[src/rtl/latch_ex_mem_if.sv]
// EX->MEM pipeline register bus: EX-side results and controller decisions in,
// registered MEM-side results and multiply-accumulate feedback out.
interface latch_ex_mem_if;
    logic        flush;
    logic        stall_ex;
    logic        stall_mem;

    logic        ex_register_write_enable;
    logic [4:0]  ex_register_write_address;
    logic [31:0] ex_register_write_data;
    logic        ex_register_hi_write_enable;
    logic [31:0] ex_register_hi_write_data;
    logic        ex_register_lo_write_enable;
    logic [31:0] ex_register_lo_write_data;
    logic [7:0]  ex_memory_operator;
    logic [31:0] ex_memory_address;
    logic [31:0] ex_memory_store_data;
    logic [63:0] ex_accumulate_data;
    logic [1:0]  ex_accumulate_count;

    logic        mem_register_write_enable;
    logic [4:0]  mem_register_write_address;
    logic [31:0] mem_register_write_data;
    logic        mem_register_hi_write_enable;
    logic [31:0] mem_register_hi_write_data;
    logic        mem_register_lo_write_enable;
    logic [31:0] mem_register_lo_write_data;
    logic [7:0]  mem_memory_operator;
    logic [31:0] mem_memory_address;
    logic [31:0] mem_memory_store_data;
    logic [63:0] accumulate_data;
    logic [1:0]  accumulate_count;

    modport master (
        output flush, stall_ex, stall_mem,
        output ex_register_write_enable, ex_register_write_address, ex_register_write_data,
        output ex_register_hi_write_enable, ex_register_hi_write_data,
        output ex_register_lo_write_enable, ex_register_lo_write_data,
        output ex_memory_operator, ex_memory_address, ex_memory_store_data,
        output ex_accumulate_data, ex_accumulate_count,
        input  mem_register_write_enable, mem_register_write_address, mem_register_write_data,
        input  mem_register_hi_write_enable, mem_register_hi_write_data,
        input  mem_register_lo_write_enable, mem_register_lo_write_data,
        input  mem_memory_operator, mem_memory_address, mem_memory_store_data,
        input  accumulate_data, accumulate_count
    );

    modport slave (
        input  flush, stall_ex, stall_mem,
        input  ex_register_write_enable, ex_register_write_address, ex_register_write_data,
        input  ex_register_hi_write_enable, ex_register_hi_write_data,
        input  ex_register_lo_write_enable, ex_register_lo_write_data,
        input  ex_memory_operator, ex_memory_address, ex_memory_store_data,
        input  ex_accumulate_data, ex_accumulate_count,
        output mem_register_write_enable, mem_register_write_address, mem_register_write_data,
        output mem_register_hi_write_enable, mem_register_hi_write_data,
        output mem_register_lo_write_enable, mem_register_lo_write_data,
        output mem_memory_operator, mem_memory_address, mem_memory_store_data,
        output accumulate_data, accumulate_count
    );
endinterface

[src/rtl/latch_ex_mem.sv]
// EX->MEM pipeline register with stall/flush handling and the two-step
// multiply-accumulate carry (partial product + step count) fed back to EX.
module latch_ex_mem (
    input  logic           clock,
    input  logic           reset,
    latch_ex_mem_if.slave  bus
);
    typedef struct packed {
        logic        reg_we;
        logic [4:0]  reg_waddr;
        logic [31:0] reg_wdata;
        logic        hi_we;
        logic [31:0] hi_wdata;
        logic        lo_we;
        logic [31:0] lo_wdata;
        logic [7:0]  mem_op;
        logic [31:0] mem_addr;
        logic [31:0] mem_sdata;
    } pipe_t;

    pipe_t       pipe_q;
    pipe_t       pipe_d;
    logic [63:0] acc_data_q;
    logic [1:0]  acc_count_q;

    assign pipe_d = '{
        reg_we:    bus.ex_register_write_enable,
        reg_waddr: bus.ex_register_write_address,
        reg_wdata: bus.ex_register_write_data,
        hi_we:     bus.ex_register_hi_write_enable,
        hi_wdata:  bus.ex_register_hi_write_data,
        lo_we:     bus.ex_register_lo_write_enable,
        lo_wdata:  bus.ex_register_lo_write_data,
        mem_op:    bus.ex_memory_operator,
        mem_addr:  bus.ex_memory_address,
        mem_sdata: bus.ex_memory_store_data
    };

    always_ff @(posedge clock) begin
        if (reset || bus.flush) begin
            pipe_q      <= '0;
            acc_data_q  <= '0;
            acc_count_q <= '0;
        end else if (bus.stall_ex && !bus.stall_mem) begin
            // Bubble into MEM while EX keeps working on its multi-cycle op.
            pipe_q      <= '0;
            acc_data_q  <= bus.ex_accumulate_data;
            acc_count_q <= bus.ex_accumulate_count;
        end else if (!bus.stall_mem) begin
            pipe_q      <= pipe_d;
            acc_data_q  <= '0;
            acc_count_q <= '0;
        end
        // stall_mem=1 (with or without stall_ex) holds both groups.
    end

    assign bus.mem_register_write_enable    = pipe_q.reg_we;
    assign bus.mem_register_write_address   = pipe_q.reg_waddr;
    assign bus.mem_register_write_data      = pipe_q.reg_wdata;
    assign bus.mem_register_hi_write_enable = pipe_q.hi_we;
    assign bus.mem_register_hi_write_data   = pipe_q.hi_wdata;
    assign bus.mem_register_lo_write_enable = pipe_q.lo_we;
    assign bus.mem_register_lo_write_data   = pipe_q.lo_wdata;
    assign bus.mem_memory_operator          = pipe_q.mem_op;
    assign bus.mem_memory_address           = pipe_q.mem_addr;
    assign bus.mem_memory_store_data        = pipe_q.mem_sdata;
    assign bus.accumulate_data              = acc_data_q;
    assign bus.accumulate_count             = acc_count_q;
endmodule

[src/flat_wrapper.sv]
// flat-port wrapper written by rule: the top's interface ports become plain ports
module latch_ex_mem_flat 
  (clock, reset, bus_flush, bus_stall_ex, bus_stall_mem, bus_ex_register_write_enable, bus_ex_register_write_address, bus_ex_register_write_data, bus_ex_register_hi_write_enable, bus_ex_register_hi_write_data, bus_ex_register_lo_write_enable, bus_ex_register_lo_write_data, bus_ex_memory_operator, bus_ex_memory_address, bus_ex_memory_store_data, bus_ex_accumulate_data, bus_ex_accumulate_count, bus_mem_register_write_enable, bus_mem_register_write_address, bus_mem_register_write_data, bus_mem_register_hi_write_enable, bus_mem_register_hi_write_data, bus_mem_register_lo_write_enable, bus_mem_register_lo_write_data, bus_mem_memory_operator, bus_mem_memory_address, bus_mem_memory_store_data, bus_accumulate_data, bus_accumulate_count);
  latch_ex_mem_if bus_i ();
  input  logic clock;
  input  logic reset;
  input wire logic [$bits(bus_i.flush)-1:0] bus_flush;
  input wire logic [$bits(bus_i.stall_ex)-1:0] bus_stall_ex;
  input wire logic [$bits(bus_i.stall_mem)-1:0] bus_stall_mem;
  input wire logic [$bits(bus_i.ex_register_write_enable)-1:0] bus_ex_register_write_enable;
  input wire logic [$bits(bus_i.ex_register_write_address)-1:0] bus_ex_register_write_address;
  input wire logic [$bits(bus_i.ex_register_write_data)-1:0] bus_ex_register_write_data;
  input wire logic [$bits(bus_i.ex_register_hi_write_enable)-1:0] bus_ex_register_hi_write_enable;
  input wire logic [$bits(bus_i.ex_register_hi_write_data)-1:0] bus_ex_register_hi_write_data;
  input wire logic [$bits(bus_i.ex_register_lo_write_enable)-1:0] bus_ex_register_lo_write_enable;
  input wire logic [$bits(bus_i.ex_register_lo_write_data)-1:0] bus_ex_register_lo_write_data;
  input wire logic [$bits(bus_i.ex_memory_operator)-1:0] bus_ex_memory_operator;
  input wire logic [$bits(bus_i.ex_memory_address)-1:0] bus_ex_memory_address;
  input wire logic [$bits(bus_i.ex_memory_store_data)-1:0] bus_ex_memory_store_data;
  input wire logic [$bits(bus_i.ex_accumulate_data)-1:0] bus_ex_accumulate_data;
  input wire logic [$bits(bus_i.ex_accumulate_count)-1:0] bus_ex_accumulate_count;
  output wire logic [$bits(bus_i.mem_register_write_enable)-1:0] bus_mem_register_write_enable;
  output wire logic [$bits(bus_i.mem_register_write_address)-1:0] bus_mem_register_write_address;
  output wire logic [$bits(bus_i.mem_register_write_data)-1:0] bus_mem_register_write_data;
  output wire logic [$bits(bus_i.mem_register_hi_write_enable)-1:0] bus_mem_register_hi_write_enable;
  output wire logic [$bits(bus_i.mem_register_hi_write_data)-1:0] bus_mem_register_hi_write_data;
  output wire logic [$bits(bus_i.mem_register_lo_write_enable)-1:0] bus_mem_register_lo_write_enable;
  output wire logic [$bits(bus_i.mem_register_lo_write_data)-1:0] bus_mem_register_lo_write_data;
  output wire logic [$bits(bus_i.mem_memory_operator)-1:0] bus_mem_memory_operator;
  output wire logic [$bits(bus_i.mem_memory_address)-1:0] bus_mem_memory_address;
  output wire logic [$bits(bus_i.mem_memory_store_data)-1:0] bus_mem_memory_store_data;
  output wire logic [$bits(bus_i.accumulate_data)-1:0] bus_accumulate_data;
  output wire logic [$bits(bus_i.accumulate_count)-1:0] bus_accumulate_count;
  assign bus_i.flush = bus_flush;
  assign bus_i.stall_ex = bus_stall_ex;
  assign bus_i.stall_mem = bus_stall_mem;
  assign bus_i.ex_register_write_enable = bus_ex_register_write_enable;
  assign bus_i.ex_register_write_address = bus_ex_register_write_address;
  assign bus_i.ex_register_write_data = bus_ex_register_write_data;
  assign bus_i.ex_register_hi_write_enable = bus_ex_register_hi_write_enable;
  assign bus_i.ex_register_hi_write_data = bus_ex_register_hi_write_data;
  assign bus_i.ex_register_lo_write_enable = bus_ex_register_lo_write_enable;
  assign bus_i.ex_register_lo_write_data = bus_ex_register_lo_write_data;
  assign bus_i.ex_memory_operator = bus_ex_memory_operator;
  assign bus_i.ex_memory_address = bus_ex_memory_address;
  assign bus_i.ex_memory_store_data = bus_ex_memory_store_data;
  assign bus_i.ex_accumulate_data = bus_ex_accumulate_data;
  assign bus_i.ex_accumulate_count = bus_ex_accumulate_count;
  assign bus_mem_register_write_enable = bus_i.mem_register_write_enable;
  assign bus_mem_register_write_address = bus_i.mem_register_write_address;
  assign bus_mem_register_write_data = bus_i.mem_register_write_data;
  assign bus_mem_register_hi_write_enable = bus_i.mem_register_hi_write_enable;
  assign bus_mem_register_hi_write_data = bus_i.mem_register_hi_write_data;
  assign bus_mem_register_lo_write_enable = bus_i.mem_register_lo_write_enable;
  assign bus_mem_register_lo_write_data = bus_i.mem_register_lo_write_data;
  assign bus_mem_memory_operator = bus_i.mem_memory_operator;
  assign bus_mem_memory_address = bus_i.mem_memory_address;
  assign bus_mem_memory_store_data = bus_i.mem_memory_store_data;
  assign bus_accumulate_data = bus_i.accumulate_data;
  assign bus_accumulate_count = bus_i.accumulate_count;
  latch_ex_mem u_core (.clock(clock), .reset(reset), .bus(bus_i));
endmodule
[config.mk]
export PLATFORM = sky130hd
export DESIGN_NAME = latch_ex_mem_flat
export DESIGN_NICKNAME = d
export VERILOG_FILES = /design/src/rtl/latch_ex_mem_if.sv /design/src/rtl/latch_ex_mem.sv /design/src/flat_wrapper.sv
export SDC_FILE = /design/constraint.sdc
export NUM_CORES = 1
export LEC_CHECK = 0
export BUFFER_PORTS_ARGS = -buffer_cell sky130_fd_sc_hd__buf_2
export CAP_MARGIN = 20
export CORE_AREA = 5 5 190 192
export CTS_CLUSTER_SIZE = 12
export DETAILED_ROUTE_END_ITERATION = 10
export DIE_AREA = 0 0 195 197
export PLACE_DENSITY = 0.54
export SLEW_MARGIN = 30
export SYNTH_ARGS = -nofsm -noshare
export SYNTH_HDL_FRONTEND = slang
export SYNTH_SLANG_ARGS = --single-unit
[constraint.sdc]
create_clock -name clock -period 1.9 [get_ports clock]
set_input_delay 0.095 -clock clock [delete_from_list [all_inputs] [get_ports clock]]
set_output_delay 0.095 -clock clock [all_outputs]
set_load 0.05 [all_outputs]
==> run_results.csv, run 1 <==
group,metric,value,unit
clock_tree,cts-resized-gates,0,
critical_path,path_class,"input port to flop",
power,p_per_area,779,nW/um2
power,p_leak,6.87,nW
power,vdd_drop_max,550,uV
synthesis,syn_area,9650,um2
route,dr.pass1.iters,5,
synthesis,ys_seq_area_frac,0.502,
cells_and_area,fin_util,0.463,
clock_tree,cts-root-buf,"clkbuf_16",
sta,worstMarginPinSlew,0.672,ns
sta,finalSetupViolCount,0,
clock_tree,clock_latency,0.53,ns
critical_path,cp-start-kind,"input port",
clock_tree,tritoncts.num_buffers,27,
placed_design,dpl.hpwl,24100,um
global_route,grt_pass1_vias,10272,
cells_and_area,nets,2019,
cells_and_area,antenna_cells,0,
sta,fin_crit_sh,0.708,
route,postRouteAntennaNets,0,
cells_and_area,drive_gt1_frac,0.315,
critical_path,max_stage_delay,0.58,ns
cells_and_area,stdcell_count,2248,
outcome,outcome,"finished clean",
floorplan,placementRows,68,
synthesis,synth_area_leader_cell,"dfxtp_1",
global_route,antenna_found_initial,0,
critical_path,path_common_cell,"dlygate4sd3_1",
global_route,grt_pass1_wl,55500,um
synthesis,synth_area_per_cell,8.96,um2
power,p_comb_frac,0.146,
sta,fin_tns_setup,0,ns
sta,relSlewSlack,0.552,
clock_tree,clock_path_buffers,3,
synthesis,synth-seq-cells,242,
power,power.internal,9.19,mW
placed_design,numPortBuffers,488,
power,power_frac_clock,0.430,
cells_and_area,nFillCells,3272,
floorplan,ioPinCount,489,
critical_path,cp_cell_sequence,"dlygate4sd3_1, buf_2, or3b_1, a21oi_1, dlygate4sd3_1",
floorplan,initial_core_util,0.282,
sta,final_hold_viol_count,0,
run,drv_cap,0,
global_route,grt_max_degree,100,
sta,fin_crit,1.35,ns
critical_path,critical_path_required,2.37,ns
critical_path,worstPathMaxFanout,1,
synthesis,yosys_warnings,0,
route,drcViolationCount,0,
route,drt-total-wl,36000,um
synthesis,synth-edff-count,0,
global_route,gr-total-overflow,0,
synthesis,syn_inst,1077,
power,pwr-share-seq,0.424,
critical_path,reg2reg_depth,3,
cells_and_area,area_growth,64.2,%
floorplan,coreArea,34200,um2
clock_tree,cts.sinks,242,
critical_path,crit_path_end_kind,"flop",
clock_tree,clk_pin_slew_worst_paths,0.06,ns
sta,max_freq,0.743,GHz
synthesis,synth-main-ff-cell,"dfxtp_1",
critical_path,arrival,1.82,ns
worst_hold_path,hp-class,"input port to flop",
synthesis,synthArstFlopShare,0,
critical_path,slowest_stage,"dlygate4sd3_1",
power,power_switching,3.15,mW
synthesis,synth.distinct_cells,14,
synthesis,syn_nets,1324,
synthesis,ys_top_cells_by_area,"dfxtp_1 50%, or3b_1 16%, a21oi_1 13%, nand2_1 9.4%, nand3b_1 5.1%",
power,netSwitchingFraction,0.255,
floorplan,chipHeight,197,um
sta,finalClockSkew,0,ns
placed_design,place_inst,1944,
worst_hold_path,holdPathStages,4,
synthesis,synth_top_area_frac,0.502,
floorplan,die_w,195,um
placed_design,gp_congestion,0.855,
clock_tree,cts_tree,"built",
route,drt_iter0_markers,341,
route,vias,10195,
clock_tree,htree_levels,1,
sta,slew_viol_final,0,
global_route,grt.total_usage,0.172,
route,wl_per_cell,16.0,um
floorplan,dieArea,38400,um2
synthesis,yosys-top-cells-count,"242 x a21oi_1, 242 x dfxtp_1, 242 x nand2_1",
sta,rsz0062_at_grt,"false",
route,viasPerCell,4.54,
-- worst paths after layout --
kind / startpoint / end / slack (ns)
worst min register to register: u_core.bus.mem_register_lo_write_data[2] / u_core.bus.mem_register_lo_write_data[2] / 0.45
worst max register to register: u_core.bus.mem_memory_address[19] / u_core.bus.mem_memory_address[19] / 0.70
worst min-delay path: bus_stall_mem / u_core.bus.mem_register_lo_write_data[2] / 0.10
worst max-delay path: bus_ex_memory_address[15] / u_core.bus.mem_memory_address[15] / 0.55
-- state kept, by name, summed over array words and instances, names as in the netlist --
signal                                   cells
u_core.bus.mem_register_hi_write_enable      1
u_core.bus.mem_memory_operator               8
u_core.bus.accumulate_count                  2
u_core.bus.mem_register_write_address        5
u_core.bus.mem_register_write_enable         1
u_core.bus.mem_register_write_data          32
u_core.bus.mem_register_lo_write_data       32
u_core.bus.mem_memory_store_data            32
u_core.bus.mem_register_lo_write_enable      1
u_core.bus.mem_register_hi_write_data       32
u_core.bus.mem_memory_address               32
u_core.bus.accumulate_data                  64
-- worst max-delay path: cells and delay by family --
family | cells | cell delay (ns)
compound gates | 1 | 0.16
simple gates | 1 | 0.35
buf+inv | 3 | 1.21
-- metrics by stage --
| step | total power [mW] | instance area, um2 | worst slack [ns] | hold WS (ns) |
|---|---|---|---|---|
| after floorplan | 6.24 | 9650 | 0.879 | 0.259 |
| after global placement | 6.72 | 12400 | 0.607 | 0.365 |
| after detailed placement | 6.73 | 12400 | 0.606 | 0.369 |
| after CTS | 12.5 | 15800 | 0.499 | 0.0700 |
| after global routing | 12.9 | 15800 | 0.514 | 0.0975 |
| final | 12.3 | 15800 | 0.554 | 0.104 |
-- repair_timing --
| item | 4_1_cts | 5_1_grt |
|---|---|---|
| hold buffers | 254 | 0 |
| setup buffers | 0 | 0 |
| hold endpoints to repair | 242 | 0 |
-- power groups by stage --
stage	sequential [mW]	combinational, mW	clock (mW)
5_1_grt	5.24	1.92	5.71
3_3_place_gp	5.34	1.38	0
3_5_place_dp	5.34	1.39	0
6_report	5.23	1.80	5.31
2_1_floorplan	5.69	0.546	0
4_1_cts	5.23	1.80	5.51
-- routing by layer --
metal	share of wire	wire length [um]	track usage
met5	0	0	0
met4	0.033	1190	0.0584
met3	0.078	2820	0.0455
met2	0.49	17500	0.302
met1	0.40	14400	0.206
-- cell type report --
class                   count  area (um2)  share of cell area
clock buffers              44         810              0.0511
clock inverters             6        90.1             0.00569
multi-input cells         727        4170               0.263
flip-flops and latches    242        4840               0.306
well taps                 455         569              0.0359
repair buffers            774        5370               0.339
-- logic make-up (layout without fill, tap and decap cells) --
family | Yosys count | in the layout | share of synthesized area
AO/OA/AOI/OAI | 242 | 242 | 0.126
buffers and inverters | 108 | 824 | 0.0664
AND/OR/NAND/NOR | 485 | 485 | 0.306
flip-flops | 242 | 242 | 0.502
-- cell usage in the layout, fill, tap and decap left out --
cell type      instances
clkbuf_8               7
inv_6                  1
a21oi_1              242
dlygate4sd3_1        254
or3b_1               173
or2_4                  1
nand3b_1              66
buf_4                 22
buf_6                  1
bufinv_16              2
buf_2                486
clkinv_2               1
clkinv_4               1
clkbuf_1              10
buf_12                10
buf_8                  1
or3b_2                 3
nand2_1              242
clkinvlp_4             1
clkbuf_16             27
dfxtp_1              242
(Power assumes the default switching activity.)
==> inputs of run 2 (changes only) <==
--- a/config.mk
+++ b/config.mk
@@ -5,13 +5,14 @@
 export SDC_FILE = /design/constraint.sdc
 export NUM_CORES = 1
 export LEC_CHECK = 0
+export ABC_AREA = 1
 export BUFFER_PORTS_ARGS = -buffer_cell sky130_fd_sc_hd__buf_2
 export CAP_MARGIN = 20
-export CORE_AREA = 5 5 190 192
+export CORE_AREA = 5 5 186 188
 export CTS_CLUSTER_SIZE = 12
 export DETAILED_ROUTE_END_ITERATION = 10
-export DIE_AREA = 0 0 195 197
-export PLACE_DENSITY = 0.54
+export DIE_AREA = 0 0 191 193
+export PLACE_DENSITY = 0.56
 export SLEW_MARGIN = 30
 export SYNTH_ARGS = -nofsm -noshare
 export SYNTH_HDL_FRONTEND = slang
==> constraint.sdc (replaced) <==
create_clock -name clock -period 1.1 [get_ports clock]
set_input_delay 0.055 -clock clock [delete_from_list [all_inputs] [get_ports clock]]
set_output_delay 0.055 -clock clock [all_outputs]
set_load 0.05 [all_outputs]
==> run_results.csv, run 2 <==
group,metric,value,unit
outcome,outcome,"finished, violations left",
outcome,violations,"setup timing",
cells_and_area,area_growth,111,%
global_route,grt_max_degree,111,
synthesis,yosysMostFrequentCell,"nand2_1",
sta,whs,0.0248,ns
synthesis,syn_inst,1059,
synthesis,synth_area_leader_cell,"dfxtp_1",
sta,final_hold_viol_count,0,
clock_tree,htree_levels,1,
route,dr.pass1.iters,5,
cells_and_area,design_area,19000,um2
critical_path,slowest_stage,"dfxtp_4",
clock_tree,tritoncts.num_buffers,27,
global_route,grt_pass1_vias,11574,
synthesis,synth-seq-cells,242,
floorplan,coreArea,32900,um2
critical_path,worstPathMaxFanout,2,
critical_path,path_class,"flop to output port",
cells_and_area,nFillCells,2507,
floorplan,ioPinCount,489,
global_route,antenna_found_initial,1,
clock_tree,cts_tree,"built",
sta,fin_ws,-0.0233,ns
route,viasPerCell,4.67,
synthesis,yosys_warnings,0,
sta,finalSetupViolCount,18,
critical_path,arrival,1.07,ns
power,p_per_area,1190,nW/um2
clock_tree,clk_pin_slew_worst_paths,0.06,ns
synthesis,yosys-top-cells-count,"419 x nand2_1, 242 x dfxtp_1, 140 x a21oi_2",
floorplan,initial_core_util,0.274,
cells_and_area,nets,2115,
cells_and_area,drive_gt1_frac,0.540,
route,drcViolationCount,0,
worst_hold_path,hp-class,"input port to flop",
critical_path,critical_path_required,1.04,ns
sta,fin_crit_sh,1.02,
clock_tree,cts-root-buf,"clkbuf_16",
synthesis,synth.distinct_cells,14,
synthesis,synthArstFlopShare,0,
sta,worstMarginPinSlew,0.562,ns
sta,fin_crit,1.12,ns
route,vias,10902,
synthesis,syn_area,9010,um2
global_route,grt.total_usage,0.206,
clock_tree,clock_path_buffers,3,
synthesis,synth_area_per_cell,8.51,um2
power,p_leak,7.79,nW
synthesis,ys_seq_area_frac,0.537,
synthesis,synth_top_area_frac,0.537,
global_route,gr-total-overflow,0,
sta,relSlewSlack,0.625,
cells_and_area,final_cell_mix,"419 x nand2_1, 269 x dlygate4sd3_1, 245 x buf_2",
power,p_total,22.5,mW
run,drv_cap,0,
power,vdd_drop_max,1080,uV
placed_design,numPortBuffers,488,
critical_path,max_stage_delay,0.38,ns
critical_path,path_buf_inv,1,
cells_and_area,seq_area,5170,um2
cells_and_area,mostFrequentLayoutCell,"nand2_1",
floorplan,die_w,191,um
route,drt-total-wl,42100,um
route,drt_iter0_markers,510,
floorplan,placementRows,67,
clock_tree,cts.sinks,242,
critical_path,critPathTopFamily,"flip-flops",
floorplan,dieArea,36900,um2
route,postRouteAntennaNets,0,
synthesis,syn_nets,1306,
cells_and_area,largest_register_ffs,64,
global_route,grt_pass1_wl,61800,um
sta,slew_viol_final,0,
sta,max_freq,0.890,GHz
critical_path,crit_path_end_kind,"output port",
sta,rsz0062_at_grt,"true",
sta,finalClockSkew,0,ns
placed_design,gp_congestion,0.825,
critical_path,cp-start-kind,"flop",
clock_tree,clock_latency,0.53,ns
cells_and_area,multi_input_area,3660,um2
synthesis,ys_top_cells_by_area,"dfxtp_1 54%, nand2_1 17%, a21oi_2 14%, a21oi_1 5.7%, nand3_1 3.7%",
floorplan,chipHeight,193,um
synthesis,synth-main-ff-cell,"dfxtp_1",
synthesis,synth-edff-count,0,
placed_design,place_area,12100,um2
placed_design,dp_slack,-0.0253,ns
route,wl_per_cell,18.0,um
critical_path,cp_cell_sequence,"buf_8",
placed_design,dpl.hpwl,23100,um
run 2: changes by cell type in the layout (fill, tap and decap cells not counted), moves of 173 or more:
| cell | change |
|---|---|
| or3b_1 | -173 |
| buf_2 | -241 |
| dfxtp_2 | +234 |
| buf_8 | +237 |
| nand2_1 | +177 |
| dfxtp_1 | -242 |
run 2: final cells by class:
| class | instances | area share |
|---|---|---|
| well taps | 448 | 0.0295 |
| diodes | 2 | 0.000264 |
| clock buffers | 44 | 0.0432 |
| flip-flops and latches | 242 | 0.272 |
| clock inverters | 3 | 0.00362 |
| inverters | 2 | 0.000659 |
| multi-input cells | 729 | 0.193 |
| repair buffers | 866 | 0.458 |
run 2: where the power goes:
part	switching, mW	internal, mW
clock network	3.64	5.50
registers	0.210	9.01
logic	2.13	2.01
run 2: through the flow:
step / util / cells / setup TNS (ns)
finish: 0.576 / 2336 / -0.162
global route: 0.576 / 2335 / -5.97
CTS: 0.559 / 2285 / -3.07
detailed placement: 0.369 / 1954 / -0.0277
global placement: 0.369 / 1954 / 0
floorplan: - / 1059 / 0
run 2: path summary, 6_finish.rpt:
| kind | start | slack [ns] | cells after the start | to |
|---|---|---|---|---|
| setup / recovery | u_core.bus.accumulate_count[1] | -0.02 | 1 | bus_accumulate_count[1] |
| hold / removal | bus_stall_ex | 0.02 | 4 | u_core.bus.accumulate_data[32] |
| setup reg to reg | u_core.bus.mem_memory_store_data[6] | 0.24 | 4 | u_core.bus.mem_memory_store_data[6] |
| hold reg to reg | u_core.bus.mem_register_hi_write_data[22] | 0.46 | 2 | u_core.bus.mem_register_hi_write_data[22] |
run 2: worst register-to-register path, cell delays in order, from the launching register on:
cell and delay [ns]:
dfxtp_2 0.37, buf_4 0.12, buf_4 0.09, nand2_1 0.06, a21oi_2 0.15
run 2: cells by family after synthesis:
kind of cell           Yosys count  synth area share
buffers and inverters           88            0.0576
and+or+nand+nor                487             0.212
AOI/OAI and AO/OA              242             0.193
DFF                            242             0.537
run 2: what timing repair did:
item | in CTS | in global routing
hold buffers | 270 | 0
pin swaps | 0 | 0
hold endpoints to repair | 242 | 0
cloned | 0 | 1
endpoints found under the setup margin | 242 | 323
resized for setup | 929 | 48
setup buffers | 14 | 48
run 2: metal layers:
layer / GRT usage / part of all wire / up-vias
li1: - / - / 5064
met5: 0 / 0 / -
met3: 0.0639 / 0.085 / 187
met2: 0.359 / 0.50 / 552
met1: 0.220 / 0.35 / 5099
met4: 0.125 / 0.068 / 0
==> inputs of run 3 (changes only) <==
--- a/config.mk
+++ b/config.mk
@@ -12,7 +12,7 @@
 export CTS_CLUSTER_SIZE = 12
 export DETAILED_ROUTE_END_ITERATION = 10
 export DIE_AREA = 0 0 191 193
-export PLACE_DENSITY = 0.56
+export PLACE_DENSITY = 0.59
 export SLEW_MARGIN = 30
 export SYNTH_ARGS = -nofsm -noshare
 export SYNTH_HDL_FRONTEND = slang
==> run_results.csv, run 3 (synthesis gave the netlist of run 2 again) <==
group,metric,value,unit
sta,finalClockSkew,0,ns
sta,relSlewSlack,0.616,
critical_path,max_stage_delay,0.38,ns
route,postRouteAntennaNets,0,
critical_path,startpoint,"u_core.bus.accumulate_data[23]",
critical_path,critical_path_required,1.04,ns
cells_and_area,drive_gt1_frac,0.543,
sta,fin_crit,1.12,ns
sta,finalSetupViolCount,9,
clock_tree,clock_path_buffers,3,
critical_path,rr_endpoint,"u_core.bus.accumulate_data[45]",
critical_path,reg2reg_slack,0.21,ns
sta,fin_ws,-0.0226,ns
critical_path,cp_num_cells,1,
cells_and_area,design_area,18300,um2
sta,max_freq,0.891,GHz
placed_design,numPortBuffers,488,
cells_and_area,mostFrequentLayoutCell,"nand2_1",
cells_and_area,largest_register_ffs,64,
floorplan,coreArea,32900,um2
outcome,violations,"setup timing",
outcome,outcome,"finished, violations left",
clock_tree,clk_pin_slew_worst_paths,0.07,ns
global_route,grt_pass1_wl,59200,um
critical_path,cp-start-kind,"flop",
critical_path,path_class,"flop to output port",
sta,fin_tns_setup,-0.0896,ns
sta,slew_viol_final,0,
route,drcViolationCount,0,
placed_design,dpl.hpwl,22200,um
critical_path,slowest_stage,"dfxtp_4",
clock_tree,cts_tree,"built",
sta,worstMarginPinSlew,0.575,ns
route,viasPerCell,4.63,
cells_and_area,fin_util,0.555,
route,wl_per_cell,17.9,um
global_route,grt_max_degree,127,
critical_path,critPathTopFamily,"flip-flops",
placed_design,dp_slack,-0.0845,ns
clock_tree,clock_latency,0.52,ns
floorplan,ioPinCount,489,
clock_tree,cts-root-buf,"clkbuf_16",
global_route,grt_pass1_vias,11036,
cells_and_area,nFillCells,2555,
power,p_per_area,1190,nW/um2
sta,final_hold_viol_count,0,
cells_and_area,nets,2065,
global_route,antenna_found_initial,1,
clock_tree,htree_levels,1,
critical_path,reg2reg_depth,4,
global_route,gr-total-overflow,0,
clock_tree,tritoncts.num_buffers,26,
critical_path,crit_path_end_kind,"output port",
critical_path,worstPathMaxFanout,2,
sta,rsz0062_at_grt,"true",
critical_path,cp_cell_sequence,"buf_8",
floorplan,dieArea,36900,um2
route,dr.pass1.iters,5,
global_route,grt.total_usage,0.197,
route,drt_iter0_markers,460,
worst_hold_path,hp-class,"input port to flop",
sta,fin_crit_sh,1.02,
run,drv_cap,0,
placed_design,gp_congestion,0.777,
power,vdd_drop_max,1160,uV
route,vias,10565,
critical_path,regToRegStartpoint,"u_core.bus.accumulate_data[45]",
floorplan,placementRows,67,
critical_path,crit_end,"bus_accumulate_data[23]",
route,drt-total-wl,40800,um
cells_and_area,area_growth,103,%
floorplan,chipHeight,193,um
clock_tree,cts.sinks,242,
critical_path,arrival,1.07,ns
placed_design,place_area,12000,um2
critical_path,path_buf_inv,1,
sta,whs,0.0202,ns
cells_and_area,final_cell_mix,"419 x nand2_1, 245 x buf_2, 242 x dlygate4sd3_1",
power,p_leak,7.52,nW
floorplan,die_w,191,um
floorplan,initial_core_util,0.274,
[run 3: changes by cell type in the layout (fill, tap and decap cells not counted)]
cell	previous run	this run
diode_2	2	1
buf_16	2	0
buf_12	20	16
buf_6	7	22
buf_4	83	71
clkinv_2	0	4
dlygate4sd3_1	269	242
dlymetal6s4s_1	1	0
inv_6	2	1
clkbuf_16	28	27
bufinv_16	2	1
clkbuf_1	9	8
buf_8	238	221
clkbuf_8	8	5
[run 3: report_power, final]
group / internal, mW / switching [mW]
registers: 9.01 / 0.207
logic: 1.87 / 2.10
clock network: 5.04 / 3.56
total: 15.9 / 5.87
[run 3: area by class of cell]
cell class                 instances  area (um2)  area share
antenna                            1        2.50    0.000137
timing repair buffer             817        8070       0.441
clock buffer                      40         774      0.0423
tap                              448         561      0.0306
inverter                           2        12.5    0.000684
clock inverter                     5        50.0     0.00274
multi-input combinational        729        3660       0.200
sequential                       242        5170       0.282
[run 3: how the worst min path moves through the flow]
stage	start	endpoint	slack [ns]	depth (start not counted)
global placement	bus_ex_register_lo_write_data[6]	u_core.bus.mem_register_lo_write_data[6]	0.30	3
CTS	bus_stall_mem	u_core.bus.mem_register_hi_write_enable	0.02	5
floorplan	bus_ex_memory_address[31]	u_core.bus.mem_memory_address[31]	0.20	2
detailed placement	bus_ex_register_lo_write_data[12]	u_core.bus.mem_register_lo_write_data[12]	0.31	3
global route	bus_stall_mem	u_core.bus.mem_register_lo_write_data[3]	0.02	4
finish	bus_stall_mem	u_core.bus.mem_register_write_address[4]	0.02	4
[run 3: metrics by stage]
step,total power [mW],cells
finish,21.8,2284
global placement,11.9,1945
global route,22.6,2284
CTS,21.7,2244
detailed placement,12.0,1945
floorplan,11.0,1059
[run 3: repair_timing]
action                                 in CTS  in global routing
setup buffers                              12                 39
hold buffers                              242                  0
gates resized for setup                   857                 98
setup endpoints to repair                 242                230
endpoints found under the hold margin     242                  0
pin swaps                                   0                  0
[run 3: routing by layer]
| layer | global-route usage | vias up | share of wire |
|---|---|---|---|
| met5 | 0 | - | 0 |
| met4 | 0.0986 | 0 | 0.053 |
| met3 | 0.0497 | 141 | 0.082 |
| met2 | 0.356 | 524 | 0.51 |
| met1 | 0.216 | 4933 | 0.35 |
| li1 | - | 4967 | - |
